--- src/rtl/lmc_pkg.sv ---
// Shared opcode constants and FSM state type for the LMC accumulator core.
package lmc_pkg;

  localparam int unsigned OPC_W = 4;

  localparam logic [OPC_W-1:0] OP_HLT = 4'h0;
  localparam logic [OPC_W-1:0] OP_ADD = 4'h1;
  localparam logic [OPC_W-1:0] OP_SUB = 4'h2;
  localparam logic [OPC_W-1:0] OP_STA = 4'h3;
  localparam logic [OPC_W-1:0] OP_LDA = 4'h5;
  localparam logic [OPC_W-1:0] OP_BRA = 4'h6;
  localparam logic [OPC_W-1:0] OP_BRZ = 4'h7;
  localparam logic [OPC_W-1:0] OP_BRP = 4'h8;
  localparam logic [OPC_W-1:0] OP_INP = 4'h9;
  localparam logic [OPC_W-1:0] OP_OUT = 4'hA;

  typedef enum logic [2:0] {
    StIdle,
    StFetch,
    StExec,
    StWaitIn,
    StWaitOut,
    StHalt
  } lmc_state_t;

endpackage

--- src/rtl/lmc_alu.sv ---
// Combinational add/sub and accumulator flags for lmc_core.
// Define LMC_SAT_ARITH_EN for signed saturating ADD/SUB; default wraps modulo 2^DATA_W.
module lmc_alu #(
  parameter int unsigned DATA_W = 8
) (
  input  logic [DATA_W-1:0] acc,
  input  logic [DATA_W-1:0] operand,
  input  logic              op_sub,
  output logic [DATA_W-1:0] result,
  output logic              z,
  output logic              pz
);

`ifdef LMC_SAT_ARITH_EN
  logic [DATA_W:0] acc_ext;
  logic [DATA_W:0] opd_ext;
  logic [DATA_W:0] sum_ext;

  always_comb begin
    acc_ext = {acc[DATA_W-1], acc};
    opd_ext = {operand[DATA_W-1], operand};
    sum_ext = op_sub ? (acc_ext - opd_ext) : (acc_ext + opd_ext);
    // Sign-extended top two bits disagree only on signed overflow.
    if (sum_ext[DATA_W] != sum_ext[DATA_W-1]) begin
      result = sum_ext[DATA_W] ? {1'b1, {(DATA_W-1){1'b0}}} : {1'b0, {(DATA_W-1){1'b1}}};
    end else begin
      result = sum_ext[DATA_W-1:0];
    end
  end
`else
  always_comb begin
    result = op_sub ? (acc - operand) : (acc + operand);
  end
`endif

  assign z  = (acc == '0);
  assign pz = ~acc[DATA_W-1];

endmodule

--- src/rtl/lmc_core.sv ---
// Multi-cycle Harvard accumulator CPU with FETCH/EXEC sequencing and ready/valid I/O.
// Optional LMC_SAT_ARITH_EN (see lmc_alu) selects saturating ADD/SUB.
module lmc_core
  import lmc_pkg::*;
#(
  parameter int unsigned DATA_W = 8,
  parameter int unsigned ADDR_W = 4
) (
  input  logic                    timer555,
  input  logic                    reset_count,
  input  logic                    start,
  input  logic                    prog_we,
  input  logic [ADDR_W-1:0]       prog_addr,
  input  logic [ADDR_W+OPC_W-1:0] prog_data,
  input  logic [DATA_W-1:0]       in_data,
  input  logic                    in_valid,
  output logic                    in_ready,
  output logic [DATA_W-1:0]       out_data,
  output logic                    out_valid,
  input  logic                    out_ready,
  output logic [DATA_W-1:0]       acc_out,
  output logic [ADDR_W-1:0]       pc_out,
  output logic                    z_flag,
  output logic                    pz_flag,
  output logic                    busy,
  output logic                    halted
);

  localparam int unsigned INSTR_W = ADDR_W + OPC_W;
  localparam int unsigned DEPTH   = 2 ** ADDR_W;

  logic [INSTR_W-1:0] prog_mem [DEPTH];
  logic [DATA_W-1:0]  data_mem [DEPTH];

  lmc_state_t         state_q;
  logic [ADDR_W-1:0]  pc_q;
  logic [INSTR_W-1:0] ir_q;
  logic [DATA_W-1:0]  acc_q;
  logic [DATA_W-1:0]  out_data_q;
  logic               out_valid_q;
  logic               in_ready_q;

  logic [OPC_W-1:0]   ir_op;
  logic [ADDR_W-1:0]  ir_addr;
  logic [DATA_W-1:0]  mem_rd;
  logic [DATA_W-1:0]  alu_res;
  logic               z;
  logic               pz;
  logic               stopped;

  assign ir_op   = ir_q[INSTR_W-1 -: OPC_W];
  assign ir_addr = ir_q[ADDR_W-1:0];
  assign mem_rd  = data_mem[ir_addr];
  assign stopped = (state_q == StIdle) || (state_q == StHalt);

  lmc_alu #(
    .DATA_W (DATA_W)
  ) u_alu (
    .acc     (acc_q),
    .operand (mem_rd),
    .op_sub  (ir_op == OP_SUB),
    .result  (alu_res),
    .z       (z),
    .pz      (pz)
  );

  // RAMs have no reset so contents survive reset_count and restarts.
  always_ff @(posedge timer555) begin
    if (!reset_count && stopped && prog_we) begin
      prog_mem[prog_addr] <= prog_data;
    end
  end

  always_ff @(posedge timer555) begin
    if (!reset_count && (state_q == StExec) && (ir_op == OP_STA)) begin
      data_mem[ir_addr] <= acc_q;
    end
  end

  always_ff @(posedge timer555) begin
    if (reset_count) begin
      state_q     <= StIdle;
      pc_q        <= '0;
      ir_q        <= '0;
      acc_q       <= '0;
      out_data_q  <= '0;
      out_valid_q <= 1'b0;
      in_ready_q  <= 1'b0;
    end else begin
      unique case (state_q)
        StIdle, StHalt: begin
          if (start) begin
            pc_q    <= '0;
            acc_q   <= '0;
            state_q <= StFetch;
          end
        end
        StFetch: begin
          ir_q    <= prog_mem[pc_q];
          pc_q    <= pc_q + 1'b1;
          state_q <= StExec;
        end
        StExec: begin
          state_q <= StFetch;
          case (ir_op)
            OP_HLT:         state_q <= StHalt;
            OP_ADD, OP_SUB: acc_q   <= alu_res;
            OP_LDA:         acc_q   <= mem_rd;
            OP_BRA:         pc_q    <= ir_addr;
            OP_BRZ:         if (z) pc_q <= ir_addr;
            OP_BRP:         if (pz) pc_q <= ir_addr;
            OP_INP: begin
              in_ready_q <= 1'b1;
              state_q    <= StWaitIn;
            end
            OP_OUT: begin
              out_data_q  <= acc_q;
              out_valid_q <= 1'b1;
              state_q     <= StWaitOut;
            end
            default: ;
          endcase
        end
        StWaitIn: begin
          if (in_valid) begin
            acc_q      <= in_data;
            in_ready_q <= 1'b0;
            state_q    <= StFetch;
          end
        end
        StWaitOut: begin
          if (out_valid_q && out_ready) begin
            out_valid_q <= 1'b0;
            state_q     <= StFetch;
          end
        end
        default: state_q <= StIdle;
      endcase
    end
  end

  assign in_ready  = in_ready_q;
  assign out_data  = out_data_q;
  assign out_valid = out_valid_q;
  assign acc_out   = acc_q;
  assign pc_out    = pc_q;
  assign z_flag    = z;
  assign pz_flag   = pz;
  assign busy      = (state_q == StFetch) || (state_q == StExec) ||
                     (state_q == StWaitIn) || (state_q == StWaitOut);
  assign halted    = (state_q == StHalt);

endmodule
--- config.mk ---
export PLATFORM = sky130hd
export DESIGN_NAME = lmc_core
export DESIGN_NICKNAME = d
export VERILOG_FILES = /design/src/rtl/lmc_pkg.sv /design/src/rtl/lmc_alu.sv /design/src/rtl/lmc_core.sv
export SDC_FILE = /design/constraint.sdc
export NUM_CORES = 1
export LEC_CHECK = 0
export ABC_CLOCK_PERIOD_IN_PS = 8720
export BUFFER_PORTS_ARGS = -buffer_cell sky130_fd_sc_hd__buf_2
export CAP_MARGIN = 20
export CORE_MARGIN = 5
export CORE_UTILIZATION = 58
export DETAILED_ROUTE_END_ITERATION = 6
export PLACE_DENSITY = 0.85
export SLEW_MARGIN = 10
export SYNTH_ARGS = -nofsm -noshare
export SYNTH_HDL_FRONTEND = slang
export SYNTH_SLANG_ARGS = --single-unit
--- constraint.sdc ---
create_clock -name timer555 -period 8.72 [get_ports timer555]
set_input_delay 0.872 -clock timer555 [delete_from_list [all_inputs] [get_ports timer555]]
set_output_delay 0.872 -clock timer555 [all_outputs]
set_load 0.05 [all_outputs]
==> impl_metrics.toml <==
[placed_design]
dpl.hpwl_um = 16390
finalWeightedCongestion = 0.8900
port_buffers = 51
dpl_cell_area_mm2 = 0.01243

[clock_tree]
clock_latency_ns = 0.54
cts_tree = "built"
htreeDepth = 1
numClockSinks = 289
post-cts-setup-buffers = 0
postCtsResizedCells = 0
path_clk_slew_ns = 0.07
ctsLongestPathBuffers = 3
ctsHoldBuffers = 0
ctsRootBufferMaster = "sky130_fd_sc_hd__clkbuf_16"
cts_inserted_buffers = 27

[yosys]
postSynthCellCount = 688
yosysSeqAreaShare_pct = 70.29
synth-compound-area-share_pct = 5.067
synthMuxAreaShare_pct = 14.56
number_of_flops_mapped_to_enable_cells_by_yosys = 256
synth_ff_type = "sky130_fd_sc_hd__edfxtp_1"
synth_warnings = 0
synthXorXnorAreaFrac_pct = 1.169
synth_nets = 724
synth_top_family_by_area = "multiplexers"
area_fraction_in_and_or_nand_and_nor_cells_after_synthesis_pct = 6.110
synth-adder-area-share_pct = 1.117
synth-seq-cells = 289
distinct_cell_type_count_after_synthesis = 55
avgSynthCellArea_um2 = 17.26
ys_async_sr_fraction_pct = 0
syn_area_mm2 = 0.01188

[timing]
hold_viol = 0
setup_viol = 0
finalWorstPathRequiredPeriod_ns = 4.746
final.hold.worst_slack_ns = 0.4793
slew_headroom_pct = 40.47
final.setup_skew_ns = 0.02205
max_slew.worst_pin.slew_ns = 0.8896
grt_setup_unrepaired = "no"
maxClockFrequency_ghz = 0.2107
slew_viol_final = 0
final_min_period_over_clock_period_pct = 54.42
tns_ns = 0

[routing]
total_drc_errors_in_the_routed_layout = 0
drtPass1Iterations = 5
drt-wirelength-per-cell_um = 25.91
routed-via-count = 6703
first_iter_violations = 788
met1_length_um = 9350
dr_wl_met2_um = 14840
finalWirelength_um = 26900
vias_per_cell = 6.458
top_layer = "met4"
detail-route-antenna-nets = 0
dr_wl_met3_um = 1866

[layout]
fin_area_mm2 = 0.01333
antenna-diode-count = 0
post_route_cells_drive_above_1_share_pct = 25.91
fin_nets = 783
fill_cells = 1254
area.sequential_mm2 = 0.008351
multi_input_comb_area_mm2 = 0.003369
area_delta_synth_final_pct = 12.26

[power]
power.ir.vdd_worst_mv = 0.1845
share_seq_of_total_power_pct = 50.4
p_sw_w = 0.0007585
pwr_density_cell_mw_per_mm2 = 233.3
p_comb_share_pct = 12.8
total_leakage_power_nw = 4.381
pwr-share-clk_pct = 36.8
power_switching_share_pct = 24.39
internal_power_w = 0.002352

[floorplan]
floorplan.die_area_mm2 = 0.02344
std_cell_rows = 52
initial_core_util_pct = 58.88
design.portCount = 52
die_h_um = 153.1
die_width_um = 153.1
fp.coreArea_mm2 = 0.02017

[status]
status = "completed"

[critical_path]
worstPathRequired_ns = 9.16
critPathKind = "flip-flop to flip-flop"
data_arrival_at_the_endpoint_of_the_critical_path_ns = 5.19
worst_path_largest_cell_delay_ns = 0.65
cpLargestDelayFamily = "compound AO/OA/AOI/OAI gates"
critical_path_peak_fanout = 36
worst_setup_path_start_kind = "flip-flop"
cp_slowest_cell = "sky130_fd_sc_hd__mux4_1"
crit_path_end_kind = "flip-flop"
critical_path.cell_chain = "buf_4 -> mux4_1 -> a22o_1 -> a221oi_4 -> inv_2 -> o31ai_4 -> nand2_1 -> xnor2_1 -> ha_1 -> or2_2 -> a21oi_1 -> a31oi_1 -> xnor2_1 -> xnor2_2 -> nor4b_1 -> a211oi_2 -> a211oi_2"
critPathBufInv = 2

[global_routing]
grt_pass1_wl_um = 41130
grt_antenna_before_repair = 0
grt_start_max_net_pins = 39
grt_overflow = 0
grt_pass1_vias = 6858
overall_routing_resource_usage_pct = 22.88

[run]
maxCapViolations = 0

[hold_path]
hp-class = "flip-flop to flip-flop"
==> logic make-up (layout without fill, tap and decap cells) <==
group / after synthesis / after routing
AOI/OAI and AO/OA: 86 / 86
and+or+nand+nor: 157 / 157
DFF: 289 / 289
buffers and inverters: 50 / 130
muxes: 81 / 81
xor gates and xnor gates: 15 / 15
adders and majority gates: 10 / 10
==> layout by cell type, fill, tap and decap left out, types with 3 or more instances in the layout <==
cell type	synthesis	routed
sky130_fd_sc_hd__nor3_2	0	3
sky130_fd_sc_hd__clkbuf_4	0	5
sky130_fd_sc_hd__clkbuf_1	22	8
sky130_fd_sc_hd__a21oi_1	25	25
sky130_fd_sc_hd__ha_1	9	9
sky130_fd_sc_hd__xnor2_1	10	10
sky130_fd_sc_hd__buf_2	4	56
sky130_fd_sc_hd__buf_4	0	10
sky130_fd_sc_hd__clkbuf_8	0	3
sky130_fd_sc_hd__nor2_1	60	60
sky130_fd_sc_hd__o21ai_0	12	12
sky130_fd_sc_hd__a211oi_1	9	9
sky130_fd_sc_hd__a22oi_1	20	20
sky130_fd_sc_hd__nand2_1	46	46
sky130_fd_sc_hd__nand4_1	3	3
sky130_fd_sc_hd__nor3_1	13	10
sky130_fd_sc_hd__edfxtp_1	256	256
sky130_fd_sc_hd__nand3_1	4	4
sky130_fd_sc_hd__clkbuf_16	0	28
sky130_fd_sc_hd__nor2b_1	6	6
sky130_fd_sc_hd__mux4_2	72	72
sky130_fd_sc_hd__mux2i_1	7	7
sky130_fd_sc_hd__dfxtp_1	33	31
sky130_fd_sc_hd__nand2b_1	9	9
sky130_fd_sc_hd__inv_1	11	11
sky130_fd_sc_hd__a221oi_1	3	3
sky130_fd_sc_hd__xor2_1	4	4
sky130_fd_sc_hd__clkinv_2	0	3
==> power by group through the flow <==
| stage | Sequential (W) | Clock (W) | Combinational (W) |
|---|---|---|---|
| final | 0.00157 | 0.00115 | 0.000397 |
| after detailed placement | 0.00159 | 0 | 0.000384 |
| after CTS | 0.00157 | 0.00115 | 0.000392 |
| after global placement | 0.00159 | 0 | 0.000362 |
| after floorplan | 0.00161 | 0 | 0.000256 |
| after global routing | 0.00157 | 0.00123 | 0.000424 |
==> per-layer routing <==
| layer | vias to the layer above | GRT usage (%) |
|---|---|---|
| met4 | 0 | 6.491 |
| met3 | 62 | 2.912 |
| met2 | 388 | 42.05 |
| met5 | - | 0 |
| li1 | 2847 | - |
| met1 | 3406 | 28.67 |
==> worst reg2reg max path, delay by kind of cell (launching register included) <==
| kind | cells | cell delay [ns] |
|---|---|---|
| flip-flops | 1 | 0.34 |
| adder cells (fa/ha/maj) | 1 | 0.32 |
| XOR/XNOR | 3 | 0.49 |
| buffers and inverters | 2 | 0.67 |
| AO/OA/AOI/OAI | 7 | 1.41 |
| AND/OR/NAND/NOR | 3 | 0.78 |
| multiplexers | 1 | 0.65 |
==> final timing paths <==
check	depth (start not counted)	endpoint	from	slack [ns]
setup reg to reg	17	acc_out[7]	ir_q[0]	3.97
hold / removal	2	ir_q[0]	ir_q[0]	0.48
hold reg to reg	2	ir_q[0]	ir_q[0]	0.48
setup / recovery	17	acc_out[7]	ir_q[0]	3.97
==> sequential cells by signal (all words and copies together) (netlist names) <==
| register | flops |
|---|---|
| data_mem | 128 |
| prog_mem | 128 |
| acc_out | 8 |
| ir_q | 8 |
| out_data | 8 |
| pc_out | 4 |
| state_q | 3 |
| in_ready | 1 |
| out_valid | 1 |
==> area by class of cell <==
class                   instances  area share [%]
inverters                      14          0.3941
clock buffers                  44           6.072
flip-flops and latches        289           62.63
repair buffers                 66           2.665
multi-input cells             349           25.27
clock inverters                 6          0.4317
well taps                     270           2.534
==> cell usage after synthesis (all sizes together) (2+ instances only) <==
cell type  count  area, µm²
or3            2      12.51
a21oi         25      125.1
nor3b          2      20.02
nand2b         9      56.30
o21ai         13      65.06
nand4b         2      17.52
edfxtp       256       7687
nor2b          6      37.54
o21bai         2      15.01
a22oi         20      150.1
nor2          60      225.2
nor3          13      65.06
a211oi        11      92.58
a221oi         4      52.56
inv           13      48.80
o22ai          2      12.51
or4            2      15.01
xnor2         11      103.9
nor4b          2      17.52
clkbuf        22      82.58
mux4          73       1648
xor2           4      35.03
nand4          3      18.77
dfxtp         33      660.6
buf           14      65.06
nand2         46      172.7
nand3          5      30.03
ha             9      112.6
or2            2      12.51
mux2i          7      70.07
==> per-stage QoR <==
stage	instances	setup slack (ns)	utilization (%)	total power [W]
after detailed placement	986	4.008	61.61	0.001979
after global placement	983	4.200	61.53	0.001954
final	1038	3.974	66.10	0.003110
after floorplan	688	4.815	-	0.001867
after CTS	1036	3.982	65.91	0.003112
after global routing	1038	3.658	66.10	0.003219
Note: power is estimated with default switching activity, not from simulation.
